[src/rtl/mul_arb_pkg.sv]
// mul_arbiter shared definitions.
// Default sizes, state encoding and round-robin helpers.
package mul_arb_pkg;

  localparam int NREQ_DEF    = 4;
  localparam int MUL_LAT_DEF = 2;

  function automatic int width_of(input int n);
    return (n > 1) ? $clog2(n) : 1;
  endfunction

  localparam int TAG_W = width_of(NREQ_DEF);

  typedef enum logic [1:0] {
    IDLE,
    BUSY,
    RESP
  } state_e;

  // base + off, wrapped into 0..n-1 (base < n, off < n)
  function automatic int rr_add(
    input int base,
    input int off,
    input int n
  );
    int s;
    s = base + off;
    return (s >= n) ? s - n : s;
  endfunction

endpackage

[src/rtl/mul_arbiter_mul.sv]
// mul: pipelined 32x32 multiplier, low 32 bits.
// C is valid LAT cycles after A/B become stable.
module mul #(
  parameter int LAT = 2
) (
  input  logic        CLK,
  input  logic        rst_n,
  input  logic [31:0] A,
  input  logic [31:0] B,
  output logic [31:0] C
);

  logic [31:0] prod;
  logic [31:0] pipe_q [LAT];

  assign prod = A * B;

  // product pipeline, one stage per cycle of latency
  always_ff @(posedge CLK or negedge rst_n) begin
    if (!rst_n) begin
      for (int i = 0; i < LAT; i++) begin
        pipe_q[i] <= '0;
      end
    end else begin
      pipe_q[0] <= prod;
      for (int i = 1; i < LAT; i++) begin
        pipe_q[i] <= pipe_q[i-1];
      end
    end
  end

  assign C = pipe_q[LAT-1];

endmodule

[src/rtl/mul_arbiter.sv]
// mul_arbiter: round-robin sharing of one multiplier.
// One operation in flight; result returned to its owner.
module mul_arbiter
  import mul_arb_pkg::*;
#(
  parameter int NREQ    = NREQ_DEF,
  parameter int MUL_LAT = MUL_LAT_DEF
) (
  input  logic              CLK,
  input  logic              rst,
  input  logic [NREQ-1:0]   req_valid,
  output logic [NREQ-1:0]   req_ready,
  input  logic [NREQ*32-1:0] req_a,
  input  logic [NREQ*32-1:0] req_b,
  output logic [NREQ-1:0]   resp_valid,
  input  logic [NREQ-1:0]   resp_ready,
  output logic [31:0]       resp_c,
  output logic              busy
);

  localparam int TW = width_of(NREQ);
  localparam int CW = width_of(MUL_LAT);

  state_e          state_q;
  state_e          state_d;
  logic [TW-1:0]   rr_q;
  logic [TW-1:0]   rr_d;
  logic [TW-1:0]   tag_q;
  logic [TW-1:0]   tag_d;
  logic [CW-1:0]   cnt_q;
  logic [CW-1:0]   cnt_d;
  logic [31:0]     a_q;
  logic [31:0]     a_d;
  logic [31:0]     b_q;
  logic [31:0]     b_d;
  logic [31:0]     mul_c;
  logic [TW-1:0]   grant;
  logic            grant_hit;
  logic            rst_n;

  assign rst_n = ~rst;

  // first valid requester at or above rr_q, wrapping
  always_comb begin
    grant_hit = 1'b0;
    grant     = '0;
    for (int i = 0; i < NREQ; i++) begin
      if (!grant_hit &&
          req_valid[TW'(rr_add(int'(rr_q), i, NREQ))]) begin
        grant_hit = 1'b1;
        grant     = TW'(rr_add(int'(rr_q), i, NREQ));
      end
    end
  end

  // handshake outputs; result bus only driven in RESP
  always_comb begin
    req_ready  = '0;
    resp_valid = '0;
    resp_c     = '0;
    if (!rst && state_q == IDLE && grant_hit) begin
      req_ready[grant] = 1'b1;
    end
    if (state_q == RESP) begin
      resp_valid[tag_q] = 1'b1;
      resp_c            = mul_c;
    end
  end

  assign busy = (state_q != IDLE);

  // next state: accept, wait out latency, hold result
  always_comb begin
    state_d = state_q;
    rr_d    = rr_q;
    tag_d   = tag_q;
    cnt_d   = cnt_q;
    a_d     = a_q;
    b_d     = b_q;
    unique case (state_q)
      IDLE: begin
        if (grant_hit) begin
          a_d     = req_a[32*int'(grant) +: 32];
          b_d     = req_b[32*int'(grant) +: 32];
          tag_d   = grant;
          rr_d    = TW'(rr_add(int'(grant), 1, NREQ));
          cnt_d   = CW'(MUL_LAT - 1);
          state_d = BUSY;
        end
      end
      BUSY: begin
        if (cnt_q == '0) begin
          state_d = RESP;
        end else begin
          cnt_d = cnt_q - CW'(1);
        end
      end
      RESP: begin
        if (resp_ready[tag_q]) begin
          state_d = IDLE;
        end
      end
      default: state_d = IDLE;
    endcase
  end

  // state and operand registers
  always_ff @(posedge CLK or posedge rst) begin
    if (rst) begin
      state_q <= IDLE;
      rr_q    <= '0;
      tag_q   <= '0;
      cnt_q   <= '0;
      a_q     <= '0;
      b_q     <= '0;
    end else begin
      state_q <= state_d;
      rr_q    <= rr_d;
      tag_q   <= tag_d;
      cnt_q   <= cnt_d;
      a_q     <= a_d;
      b_q     <= b_d;
    end
  end

  mul #(
    .LAT (MUL_LAT)
  ) u_mul (
    .CLK   (CLK),
    .rst_n (rst_n),
    .A     (a_q),
    .B     (b_q),
    .C     (mul_c)
  );

endmodule
[config.mk]
export PLATFORM = sky130hd
export DESIGN_NAME = mul_arbiter
export DESIGN_NICKNAME = d
export VERILOG_FILES = /design/src/rtl/mul_arb_pkg.sv /design/src/rtl/mul_arbiter_mul.sv /design/src/rtl/mul_arbiter.sv
export SDC_FILE = /design/constraint.sdc
export NUM_CORES = 1
export LEC_CHECK = 0
export BUFFER_PORTS_ARGS = -buffer_cell sky130_fd_sc_hd__buf_2
export CORE_ASPECT_RATIO = 0.5
export CORE_UTILIZATION = 45
export CTS_BUF_LIST = sky130_fd_sc_hd__clkbuf_4
export DETAILED_ROUTE_END_ITERATION = 6
export HOLD_SLACK_MARGIN = 0.12
export PLACE_DENSITY_LB_ADDON = 0.1
export RECOVER_POWER = 25
export SLEW_MARGIN = 0
export SYNTH_ARGS = -nofsm -noshare
export SYNTH_HDL_FRONTEND = slang
export SYNTH_SLANG_ARGS = --single-unit
[constraint.sdc]
create_clock -name CLK -period 6.6 [get_ports CLK]
set_input_delay 0 -clock CLK [delete_from_list [all_inputs] [get_ports CLK]]
set_output_delay 0 -clock CLK [all_outputs]
set_load 0.05 [all_outputs]
==> Word level (Yosys, flattened, before mapping) <==
Index checks and enable logic that the tools add are counted.
{ "word_totals": {"in_bits": 266, "reg_bits": 135, "elab_cells": 97} }
{ "op_classes": {"order_cmp": 13, "muxes": 41, "shift": 2, "reduce_logical": 17, "multipliers": 1, "eq_ne": 5, "n_addsub": 10} }
{ "ops": {"columns": ["operator", "n"], "rows": [
  ["$shiftx 128x8->32", 2],
  ["$mul 32x32->32", 1],
  ["$mux 32", 1],
  ["$mux 2", 12],
  ["$mux 1", 17],
  ["$lt 2x4->1 const B", 4],
  ["$ge 3x3->1 const B", 4],
  ["$bmux 1 s2", 5],
  ["$sub 2x1->2 const B", 5],
  ["$mux 4", 2],
  ["$logic_and 1x1->1", 7],
  ["$add 2x1->3 const B", 2],
  ["$add 2x2->3 const B", 2],
  ["$lt 2x3->1 const B", 2],
  ["$pmux 2 s3", 1],
  ["$demux 1 s2", 2],
  ["$ge 2x1->1 const B", 2],
  ["$logic_not 1->1", 4],
  ["$ne 2x2->1 const B", 2],
  ["$reduce_and 2->1", 2],
  ["$reduce_bool 2->1", 2],
  ["$ge 2x3->1 const B", 1],
  ["$reduce_and 3->1", 1],
  ["$eq 2x1->1 const B", 1],
  ["other kinds (5)", 5]
]} }

==> Longest topological paths before layout <==
Gate-level depths: netlist of the first run.
{ "logic_depth": {"word_depth": 20, "ltp_mapped": 26, "depth_no_buf": 23} }

==> By module <==
A second synthesis of the first run with hierarchy kept.
{ "unflattened": {"cells_unflattened": 2268, "hier_area_um2": 21709.6} }
{ "modules_own_cells": {"columns": ["module", "instances", "area_per_inst_um2", "cells_each"], "rows": [
  ["mul", 1, 17576.9, 1796],
  ["mul_arbiter", 1, 4132.7, 472]
]} }

==> Worst setup path after synthesis of the first run <==
OpenSTA, ideal clock, no wires.
{ "synth_path": {"kind": "register -> register", "startpoint": "reg b_q[3]", "endpoint": "reg u_mul.pipe_q[62] in the netlist's numbering", "path_slack_ns": -0.112, "stages_incl_launch_ff": 21, "n_path_buf": 2, "synth_period_minus_slack_ns": 6.712, "arrival_time_ns": 6.625, "setup_ns": 0.087, "path_cell_list": "dfrtp_1 -> clkbuf_1 -> clkbuf_1 -> and2_1 -> fa_1 -> inv_1 -> fa_1 -> fa_1 -> fa_1 -> inv_1 -> fa_1 -> fa_1 -> fa_1 -> fa_1 -> ha_1 -> a21o_1 -> a221o_1 -> a31oi_4 -> o211ai_4 -> or4_1 -> o211ai_1"} }
{ "synth_between": {"elab_chain_len": 1} }
{ "synth_lines": {"columns": ["element", "line", "rtl"], "rows": [
  ["start, declared", "mul_arbiter.sv:34", "logic [31:0] b_q;"],
  ["start signal, assigned", "mul_arbiter.sv:115", "b_q <= '0;"],
  ["start signal, assigned", "mul_arbiter.sv:122", "b_q <= b_d;"],
  ["$mul 32x32->32", "mul_arbiter_mul.sv:16", "assign prod = A * B;"],
  ["via u_mul.prod[30]", "mul_arbiter_mul.sv:13", "logic [31:0] prod;"],
  ["end signal, assigned by index", "mul_arbiter_mul.sv:27", "pipe_q[i] <= pipe_q[i-1];"],
  ["end, declared", "mul_arbiter_mul.sv:14", "logic [31:0] pipe_q [LAT];"]
]} }
The timed path passes the listed nets, and every way through them passes these cells.
A chain may end at the register's enable or synchronous reset.

==> Worst setup path after layout of the first run <==
{ "layout_path": {"startpoint": "reg b_q[7]", "endpoint": "reg u_mul.pipe_q[62] in the netlist's numbering"} }
Same word-level chain as after synthesis.

==> results of run 1 <==
[cell type report]
cell class,count,share of cell area
Sequential cell,135,0.120
Clock inverter,14,0.00646
Multi-Input combinational cell,1933,0.612
Antenna cell,7,0.000619
Inverter,397,0.0528
Timing Repair Buffer,673,0.175
Tap cell,649,0.0287
Clock buffer,18,0.00478
[synthesized netlist by cell type, types with 2 or more instances]
cell type  instances  share of area
o22ai_1            2        0.00056
a21oi_2            2        0.00078
o21ai_0           62          0.014
a21oi_1           27         0.0060
nand2b_1           4         0.0011
and2_1           355          0.099
nor3b_1            5         0.0017
mux2i_1            3         0.0013
xor2_1            21         0.0082
nand4_1            2        0.00056
a21o_1             8         0.0027
nor4_1             2        0.00056
nand2_1          420          0.070
nor2b_1            4         0.0011
inv_1            396          0.066
o21a_1             5         0.0017
or4_1              2        0.00067
o31ai_1            2        0.00067
nor2_1           215          0.036
nor3_1             6         0.0013
ha_1             127          0.071
a211oi_1           3         0.0010
o21ai_1           81          0.018
dfrtp_1          135           0.15
buf_2             33         0.0073
a21oi_4            2         0.0014
a31oi_1            2        0.00056
nand3_1           68          0.015
fa_1             408           0.36
o21bai_1           5         0.0017
buf_1              5        0.00083
and3_1             3        0.00083
or3_1              3        0.00083
clkbuf_1         116          0.019
xnor2_1           63          0.025
o211ai_1           2        0.00067
[flip-flops by register name, summed over array words and instances (netlist names)]
register / cells
a_q: 32
b_q: 32
cnt_q: 1
rr_q: 2
state_q: 2
tag_q: 2
u_mul.C: 32
u_mul.pipe_q: 32
[stage by stage]
| stage | cells | instance area [um2] |
|---|---|---|
| 6_report | 3826 | 28300 |
| 4_1_cts | 3811 | 28000 |
| 2_1_floorplan | 2620 | 22500 |
| 3_5_place_dp | 3578 | 25600 |
| 5_1_grt | 3824 | 28300 |
| 3_3_place_gp | 3578 | 25600 |
[worst paths after layout]
path	endpoint	slack, ns	depth (start not counted)
worst max-delay path	u_mul.pipe_q[62]$_DFF_PP0_	-0.03	21
worst min-delay path	a_q[18]$_DFFE_PP0P_	0.26	5
worst max register to register	u_mul.pipe_q[62]$_DFF_PP0_	-0.03	21
worst min register to register	u_mul.C[6]$_DFF_PP0_	0.35	0
max in group asynchronous	u_mul.C[21]$_DFF_PP0_	3.05	5
min in group asynchronous	cnt_q$_DFFE_PP0P_	1.54	4
[worst max-delay path, cell delays in order, from the launching register on]
cell	delay (ns)
dfrtp_2	0.49
and2_4	0.19
fa_1	0.56
fa_1	0.44
fa_1	0.50
inv_1	0.05
fa_1	0.49
inv_1	0.05
fa_1	0.49
inv_2	0.04
fa_1	0.47
inv_1	0.05
fa_1	0.48
fa_1	0.49
ha_1	0.32
nand4_1	0.13
nor2_2	0.07
a221o_1	0.35
a31oi_4	0.19
o211ai_4	0.11
or4_1	0.47
o211ai_1	0.12
[layer usage]
metal	routed length (um)	share of wire
met1	29700	0.45
met2	32700	0.49
met3	2690	0.040
met4	1370	0.021
met5	0	0
[logic make-up after synthesis]
logic type,count (synthesis),synth area share
fa+ha+maj,535,0.434
simple gates,1093,0.230
flops,135,0.150
compound gates,215,0.0556
mux,5,0.00284
xor+xnor,85,0.0337
buf+inv,552,0.0941
[what timing repair did]
action | in CTS | in global routing
pin swaps | 5 | 41
hold endpoints to repair | 137 | 0
endpoints found under the setup margin | 4 | 13
gates resized for setup | 21 | 58
setup buffers | 3 | 8
hold buffers | 198 | 0
==> flow_summary.json, run 1 <==
{
  "status": "complete, but fails checks",
  "violations": "max-capacitance violations, max-slew violations, negative setup slack",
  "core_um2": 48900,
  "vias": 18800,
  "synth.net_count": 3421,
  "worst_slew_pin_slew_ns": 3.48,
  "h-tree-depth": 4,
  "area_growth_pct": 25.8,
  "syn_area_um2": 22500,
  "multi_input_area_um2": 17300,
  "grt_pass1_vias": 19900,
  "setup_tns_ns": -0.0314,
  "register_area_um2": 3400,
  "synth_edf_count": 0,
  "final_antenna_net_count": 0,
  "fin_util": 0.578,
  "fin_crit_ns": 6.63,
  "finalWirelength_mm": 66.4,
  "cts_buffers": 17,
  "grt_pass1_wl_mm": 107,
  "startpoint": "b_q[7]$_DFFE_PP0P_",
  "ys_seq_area_frac": 0.150,
  "drive_above_1_share": 0.186,
  "route.detailed.drc": 0,
  "dp_worst_setup_slack_ns": -0.0786,
  "met3_usage": 0.0415,
  "syn_area_per_cell_um2": 8.59,
  "dieArea_um2": 50900,
  "clock_latency_ns": 0.66,
  "path_class": "reg2reg",
  "max-cap-violations": 1,
  "cts_root_buffer": "clkbuf_4",
  "drv_slew": 72,
  "worstPathMaxFanout": 6,
  "cts.sinks": 135,
  "placementRows": 57,
  "nets": 3958,
  "routedWlPerCell_um": 17.4,
  "fmax_mhz": 151,
  "avgViaCountPerCell": 4.92,
  "met1_usage": 0.360,
  "fillers": 4501,
  "busiest_layer": "met2",
  "synthArstFlopShare": 1.00,
  "start_kind": "flop",
  "synth_ff_type": "dfrtp_1",
  "dieHeight_um": 160,
  "hold_viol_final": 0,
  "path_clk_slew_ns": 0.14,
  "min-delay-start": "req_valid[1]",
  "ys_ff_latch": 135,
  "layout_setup_ws_ns": -0.0314,
  "antenna_found_initial": 5,
  "reg2reg_from": "b_q[7]$_DFFE_PP0P_",
  "place.gp.congestion": 0.884,
  "gr-total-overflow": 0,
  "layout_commonest_cell": "nand2_1",
  "io_buffer_count": 306,
  "fp.dieW_um": 318,
  "min_period_over_period": 1.00,
  "cts_tree": "yes",
  "synth_cells": 2620,
  "yosysWarnings": 0,
  "final_cell_mix": "nand2_1 (419), fa_1 (403), inv_1 (392), and2_1 (350), buf_2 (306)",
  "yosysUniqueCellTypes": 57,
  "met2_usage": 0.459,
  "top_level_ports": 307,
  "worst_setup_path_end_kind": "flop",
  "rsz0062_at_grt": "yes",
  "clock_path_buffers": 2,
  "dr.pass1.iters": 6,
  "hold_class": "in2reg",
  "slew_headroom": -1.34,
  "grtUsageTotal": 0.269,
  "initial_core_util": 0.460,
  "drt_iter0_drc": 1092,
  "setup_viol": 1,
  "grt_max_degree": 87,
  "fin_hold_ws_ns": 0.262,
  "arrival_ns": 7.19,
  "dp_hpwl_mm": 54.1,
  "finClkSkew_ns": 0.0421,
  "required_ns": 7.16
}
Power of run 1 is not shown: default switching activity piles up to over one toggle a cycle in this logic, so the estimate is an artifact.
==> inputs of run 2 (changes only) <==
Settings changed: ABC_AREA set to 1.
==> run 2 against run 1 <==
The flow finishes with violations (max-capacitance violations, max-slew violations). Register-to-register slack better by 0.24 ns. Hold slack worse by 0.084 ns. Fmax increased by 3.7%. First-iteration DRC count increased by 36%. Sequential share of layout area is 0.54 points lower. Area after synthesis grew 4.7%. Sequential cell count did not move. Synthesized cell count is 18% higher. Critical path depth rose by 1. Wire length increased by 5.4%. Clock skew is 0.0018 ns higher. Core utilization up 0.49 points.
==> flow_summary.json, run 2 <==
{
  "status": "complete, but fails checks",
  "violations": "max-capacitance violations, max-slew violations",
  "drt_iter0_drc": 1483,
  "placementRows": 58,
  "fp.dieW_um": 326,
  "met1_usage": 0.383,
  "rrSetupSlack_ns": 0.21,
  "critPathCapture": "u_mul.pipe_q[62]$_DFF_PP0_",
  "grt_pass1_wl_mm": 112,
  "synth_top_family_by_area": "adder cells",
  "clock_latency_ns": 0.66,
  "layout_commonest_cell": "nand2_1",
  "ys_ff_latch": 135,
  "fillers": 4700,
  "path_class": "reg2reg",
  "routedWlPerCell_um": 16.1,
  "clock_path_buffers": 2,
  "vias": 20800,
  "io_buffer_count": 306,
  "yosysWarnings": 0,
  "synth_common_cells": "nand2_1 (881), inv_1 (820), fa_1 (408)",
  "setup_viol": 0,
  "synth_top_area_frac": 0.347,
  "ff2ff_path_depth": 22,
  "synth_cells": 3082,
  "ys_top_cells_by_area": "fa_1 (35%), dfrtp_1 (14%), nand2_1 (14%), inv_1 (13%), ha_1 (6.7%)",
  "synth_ff_type": "dfrtp_1",
  "max-cap-violations": 2,
  "fin_util": 0.583,
  "synth-simple-area-share": 0.208,
  "met3_usage": 0.0490,
  "antenna_found_initial": 3,
  "synth_edf_count": 0,
  "h-tree-depth": 4,
  "fmax_mhz": 156,
  "rsz0062_at_grt": "yes",
  "setup_tns_ns": 0,
  "drv_slew": 80,
  "reg2reg_from": "b_q[7]$_DFFE_PP0P_",
  "top_level_ports": 307,
  "finClkSkew_ns": 0.0439,
  "dr.pass1.iters": 6,
  "synthArstFlopShare": 1.00,
  "reg2reg_to": "u_mul.pipe_q[62]$_DFF_PP0_",
  "cts.sinks": 135,
  "grt_pass1_vias": 21100,
  "synthAdderAreaFrac": 0.414,
  "required_ns": 7.19,
  "cts_buffers": 17,
  "yosysMostFrequentCell": "nand2_1",
  "cts_root_buffer": "clkbuf_4",
  "gr-total-overflow": 0,
  "final_cell_mix": "nand2_1 (874), inv_1 (819), fa_1 (400), buf_2 (307), dlygate4sd3_1 (222)",
  "initial_core_util": 0.462,
  "min_period_over_period": 0.969,
  "hold_class": "in2reg",
  "hold_viol_final": 0,
  "grt_max_degree": 132,
  "startpoint": "b_q[7]$_DFFE_PP0P_",
  "synth_xor_area_frac": 0.0182,
  "route.detailed.drc": 0,
  "syn_area_per_cell_um2": 7.64,
  "synth.net_count": 3883,
  "met2_usage": 0.435,
  "worst_setup_path_end_kind": "flop",
  "yosys-mux-area-fraction": 0,
  "cts_tree": "yes",
  "path_clk_slew_ns": 0.13,
  "yosys.area.top_type": "fa_1",
  "dp_hpwl_mm": 55.5,
  "dieArea_um2": 53300,
  "nets": 4443,
  "slew_headroom": -0.898,
  "core_um2": 50900,
  "worstPathMaxFanout": 8,
  "worst_slew_pin_slew_ns": 2.85,
  "place.gp.congestion": 0.912,
  "ys_seq_area_frac": 0.143,
  "drive_above_1_share": 0.172,
  "arrival_ns": 6.99,
  "dieHeight_um": 164,
  "syn_area_um2": 23600,
  "yosysUniqueCellTypes": 45,
  "synth-compound-area-share": 0.0533,
  "busiest_layer": "met2",
  "area_growth_pct": 26.1,
  "fin_crit_ns": 6.39,
  "finalWirelength_mm": 70.0,
  "start_kind": "flop",
  "grtUsageTotal": 0.270,
  "avgViaCountPerCell": 4.78,
  "final_antenna_net_count": 0
}
run 2: cell types whose count changed after synthesis, sizes merged, moves of 17 or more:
cell / previous run / this run
inv: 397 / 822
xnor2: 63 / 21
nand3: 68 / 85
nand2: 420 / 885
or2: 2 / 94
o211ai: 3 / 95
o21ai: 144 / 46
and2: 355 / 1
nor2: 215 / 104
run 2: what timing repair did:
item                                    CTS  global route
hold buffers                            221             1
buffers inserted                          0            20
endpoints found under the setup margin   11            13
pin swaps                                 0            12
endpoints found under the hold margin   200             1
gates cloned                              0             0
gates resized for setup                  14            83
run 2: routing by layer:
| metal | vias to the layer above | wire [um] |
|---|---|---|
| li1 | 9967 | - |
| met1 | 10100 | 32800 |
| met2 | 612 | 31600 |
| met3 | 69 | 4530 |
| met4 | 2 | 1090 |
| met5 | - | 13 |
run 2: worst max-delay path, cell delays in order (launching register included):
cell and delay, ns:
dfrtp_2 0.52, buf_4 0.21, nand2_1 0.08, fa_1 0.51, inv_1 0.06, fa_1 0.50
inv_1 0.05, fa_1 0.46, fa_1 0.50, inv_1 0.06, fa_1 0.50, inv_1 0.05
fa_1 0.55, fa_1 0.45, fa_2 0.60, inv_1 0.05, ha_1 0.30, inv_1 0.08
nor3_4 0.25, and2_4 0.20, nand4_1 0.12, a21o_1 0.19, nand2_1 0.05
run 2: worst min path at each step:
stage / endpoint / startpoint / cells past startpoint
after global routing: b_q[31]$_DFFE_PP0P_ / req_b[95] / 4
final: b_q[16]$_DFFE_PP0P_ / req_b[80] / 4
after global placement: u_mul.pipe_q[33]$_DFF_PP0_ / rst / 2
after detailed placement: u_mul.pipe_q[33]$_DFF_PP0_ / rst / 2
after CTS: b_q[18]$_DFFE_PP0P_ / req_b[82] / 4
after floorplan: b_q[10]$_DFFE_PP0P_ / req_b[42] / 2
run 2: area by class of cell:
| cell class | count | area, um2 | share of cell area |
|---|---|---|---|
| multi-input combinational | 1961 | 16700 | 0.561 |
| timing repair buffer | 705 | 5330 | 0.179 |
| sequential | 135 | 3410 | 0.115 |
| inverter | 822 | 3090 | 0.104 |
| tap | 690 | 863 | 0.0291 |
| clock inverter | 14 | 198 | 0.00665 |
| clock buffer | 18 | 135 | 0.00455 |
| antenna | 2 | 5.00 | 0.000168 |
run 2: metrics by stage:
step	cells	hold slack [ns]	setup slack [ns]	cell area, um2
5_1_grt	4347	0.129	-0.0288	29700
4_1_cts	4324	0.122	0.0136	29200
2_1_floorplan	3082	0.159	0.180	23600
3_5_place_dp	4071	0.0207	-0.266	26600
6_report	4347	0.178	0.206	29700
3_3_place_gp	4071	0.0205	-0.258	26600
run 2: cells by family (layout without fill, tap and decap cells):
group | Yosys count | in the layout
xor+xnor | 48 | 48
fa+ha+maj | 535 | 535
flops | 135 | 135
compound gates | 187 | 187
simple gates | 1191 | 1191
buf+inv | 986 | 1559
other cells | 0 | 2
Power of run 2 is left out for the same reason.
==> inputs of run 3 (changes only) <==
Settings changed: CAP_MARGIN set to 20.
Clock period 6.6 ns to 7.4 ns, I/O delays scaled along.
==> run 3 against run 2 <==
The flow still finishes with violations (max-capacitance violations, max-slew violations). Core utilization is 2.4 points lower. Sequential share of layout area up 0.38 points. First-iteration DRC count fell by 15%. Wire length is 0.41% lower. Hold slack lost 0.0037 ns. Critical path type unchanged.
==> flow_summary.json, run 3 (synthesis gave the netlist of run 2 again) <==
{
  "arrival_ns": 7.64,
  "register_area_um2": 3380,
  "final_cells": 4253,
  "final_cell_mix": "nand2_1 (880), inv_1 (819), fa_1 (408), buf_2 (306), dlygate4sd3_1 (232)",
  "fillers": 4907,
  "fp.dieW_um": 326,
  "clock_path_buffers": 2,
  "dieArea_um2": 53300,
  "path_clk_slew_ns": 0.15,
  "hold_viol_final": 0,
  "dr.pass1.iters": 5,
  "cts_root_buffer": "clkbuf_4",
  "dp_hpwl_mm": 55.0,
  "start_kind": "flop",
  "finClkSkew_ns": 0.0449,
  "gr-total-overflow": 0,
  "max_stage_delay_ns": 0.99,
  "avgViaCountPerCell": 4.81,
  "setup_viol": 0,
  "area_growth_pct": 20.9,
  "worstHoldPathCells": 6,
  "top_level_ports": 307,
  "setup_tns_ns": 0,
  "crit_top_cell": "fa_1",
  "initial_core_util": 0.462,
  "worst_setup_path_end_kind": "flop",
  "grtUsageTotal": 0.271,
  "grt_pass1_vias": 21000,
  "critPathCapture": "u_mul.pipe_q[63]$_DFF_PP0_",
  "ff2ff_path_depth": 23,
  "routedWlPerCell_um": 16.4,
  "place.gp.congestion": 0.913,
  "dieHeight_um": 164,
  "io_buffer_count": 306,
  "fin_hold_ws_ns": 0.175,
  "placementRows": 58,
  "route.detailed.drc": 0,
  "hold_class": "in2reg",
  "final_antenna_net_count": 0,
  "rrSetupSlack_ns": 0.36,
  "nets": 4350,
  "min-delay-start": "req_a[98]",
  "finalWirelength_mm": 69.7,
  "path_cells": "nand2_1 -> fa_1 -> inv_1 -> fa_1 -> inv_1 -> fa_1 -> inv_1 -> fa_1 -> inv_1 -> fa_1 -> fa_1 -> fa_1 -> inv_1 -> fa_1 -> ha_1 -> nand2_1 -> nor2_1 -> nand4_1 -> o2111ai_1 -> nor2_1 -> inv_1 -> nand3_1 -> nand2_1",
  "reg2reg_from": "b_q[17]$_DFFE_PP0P_",
  "layout_commonest_cell": "nand2_1",
  "drv_slew": 96,
  "clock_latency_ns": 0.67,
  "fin_crit_ns": 7.04,
  "post-cts-setup-buffers": 0,
  "grt_max_degree": 93,
  "worstPathMaxFanout": 16,
  "drt_iter0_drc": 1259,
  "drive_above_1_share": 0.125,
  "cts.sinks": 135,
  "rsz0062_at_grt": "no",
  "fmax_mhz": 142,
  "required_ns": 8.00,
  "cts_buffers": 17,
  "min_period_over_period": 0.951,
  "h-tree-depth": 4,
  "reg2reg_to": "u_mul.pipe_q[63]$_DFF_PP0_",
  "multi_input_area_um2": 16400,
  "max-cap-violations": 2,
  "worst_slew_pin_slew_ns": 2.56,
  "status": "complete, but fails checks",
  "slowest_stage": "dfrtp_1",
  "vias": 20500,
  "cts_tree": "yes",
  "startpoint": "b_q[17]$_DFFE_PP0P_",
  "violations": "max-capacitance violations, max-slew violations",
  "antenna_found_initial": 3,
  "slew_headroom": -0.710,
  "core_um2": 50900,
  "grt_pass1_wl_mm": 111,
  "dp.cells": 3988,
  "path_class": "reg2reg"
}
==> run 3: cell types whose count changed in the layout (fill, tap and decap cells not counted), sizes merged <==
cell         before  now
clkinvlp          5    3
bufinv            4    5
buf             481  378
clkinv            3    6
inv             824  821
dlygate4sd3     222  232
==> run 3: worst max-delay path, delay by kind of cell, from the launching register on <==
family          cells  cell delay (ns)
flops               1             0.99
simple gates        7             0.83
buf+inv             6             0.33
fa+ha+maj           9             4.54
compound gates      1             0.26
==> run 3: final cells by class <==
| type | count | share of cell area |
|---|---|---|
| flip-flops and latches | 135 | 0.119 |
| well taps | 690 | 0.0303 |
| clock buffers | 18 | 0.00474 |
| clock inverters | 13 | 0.00716 |
| diodes | 2 | 0.000176 |
| multi-input cells | 1961 | 0.574 |
| repair buffers | 612 | 0.156 |
| inverters | 822 | 0.108 |
==> run 3: worst min-delay path by stage <==
stage | end | slack, ns
floorplan | b_q[10]$_DFFE_PP0P_ | 0.16
global placement | u_mul.C[4]$_DFF_PP0_ | 0.06
detailed placement | u_mul.C[4]$_DFF_PP0_ | 0.06
CTS | a_q[2]$_DFFE_PP0P_ | 0.12
global route | b_q[23]$_DFFE_PP0P_ | 0.15
finish | a_q[2]$_DFFE_PP0P_ | 0.17
==> run 3: metal layers <==
metal / track usage / part of all wire
met5: 0 / 0.00017
met2: 0.431 / 0.44
met4: 0.0580 / 0.017
met3: 0.0673 / 0.079
met1: 0.376 / 0.46
==> run 3: repair_timing <==
action	in CTS	in global routing
endpoints found under the setup margin	0	3
hold buffers	232	0
gates resized for setup	0	2
hold endpoints to repair	200	0
==> run 3: per-stage QoR <==
stage / utilization / area, um2 / setup slack (ns)
after floorplan: - / 23600 / 0.980
after global placement: 0.507 / 25800 / 0.374
after detailed placement: 0.507 / 25800 / 0.411
after CTS: 0.559 / 28500 / 0.339
after global routing: 0.559 / 28500 / 0.0187
final: 0.559 / 28500 / 0.363
Power of run 3 is left out for the same reason.
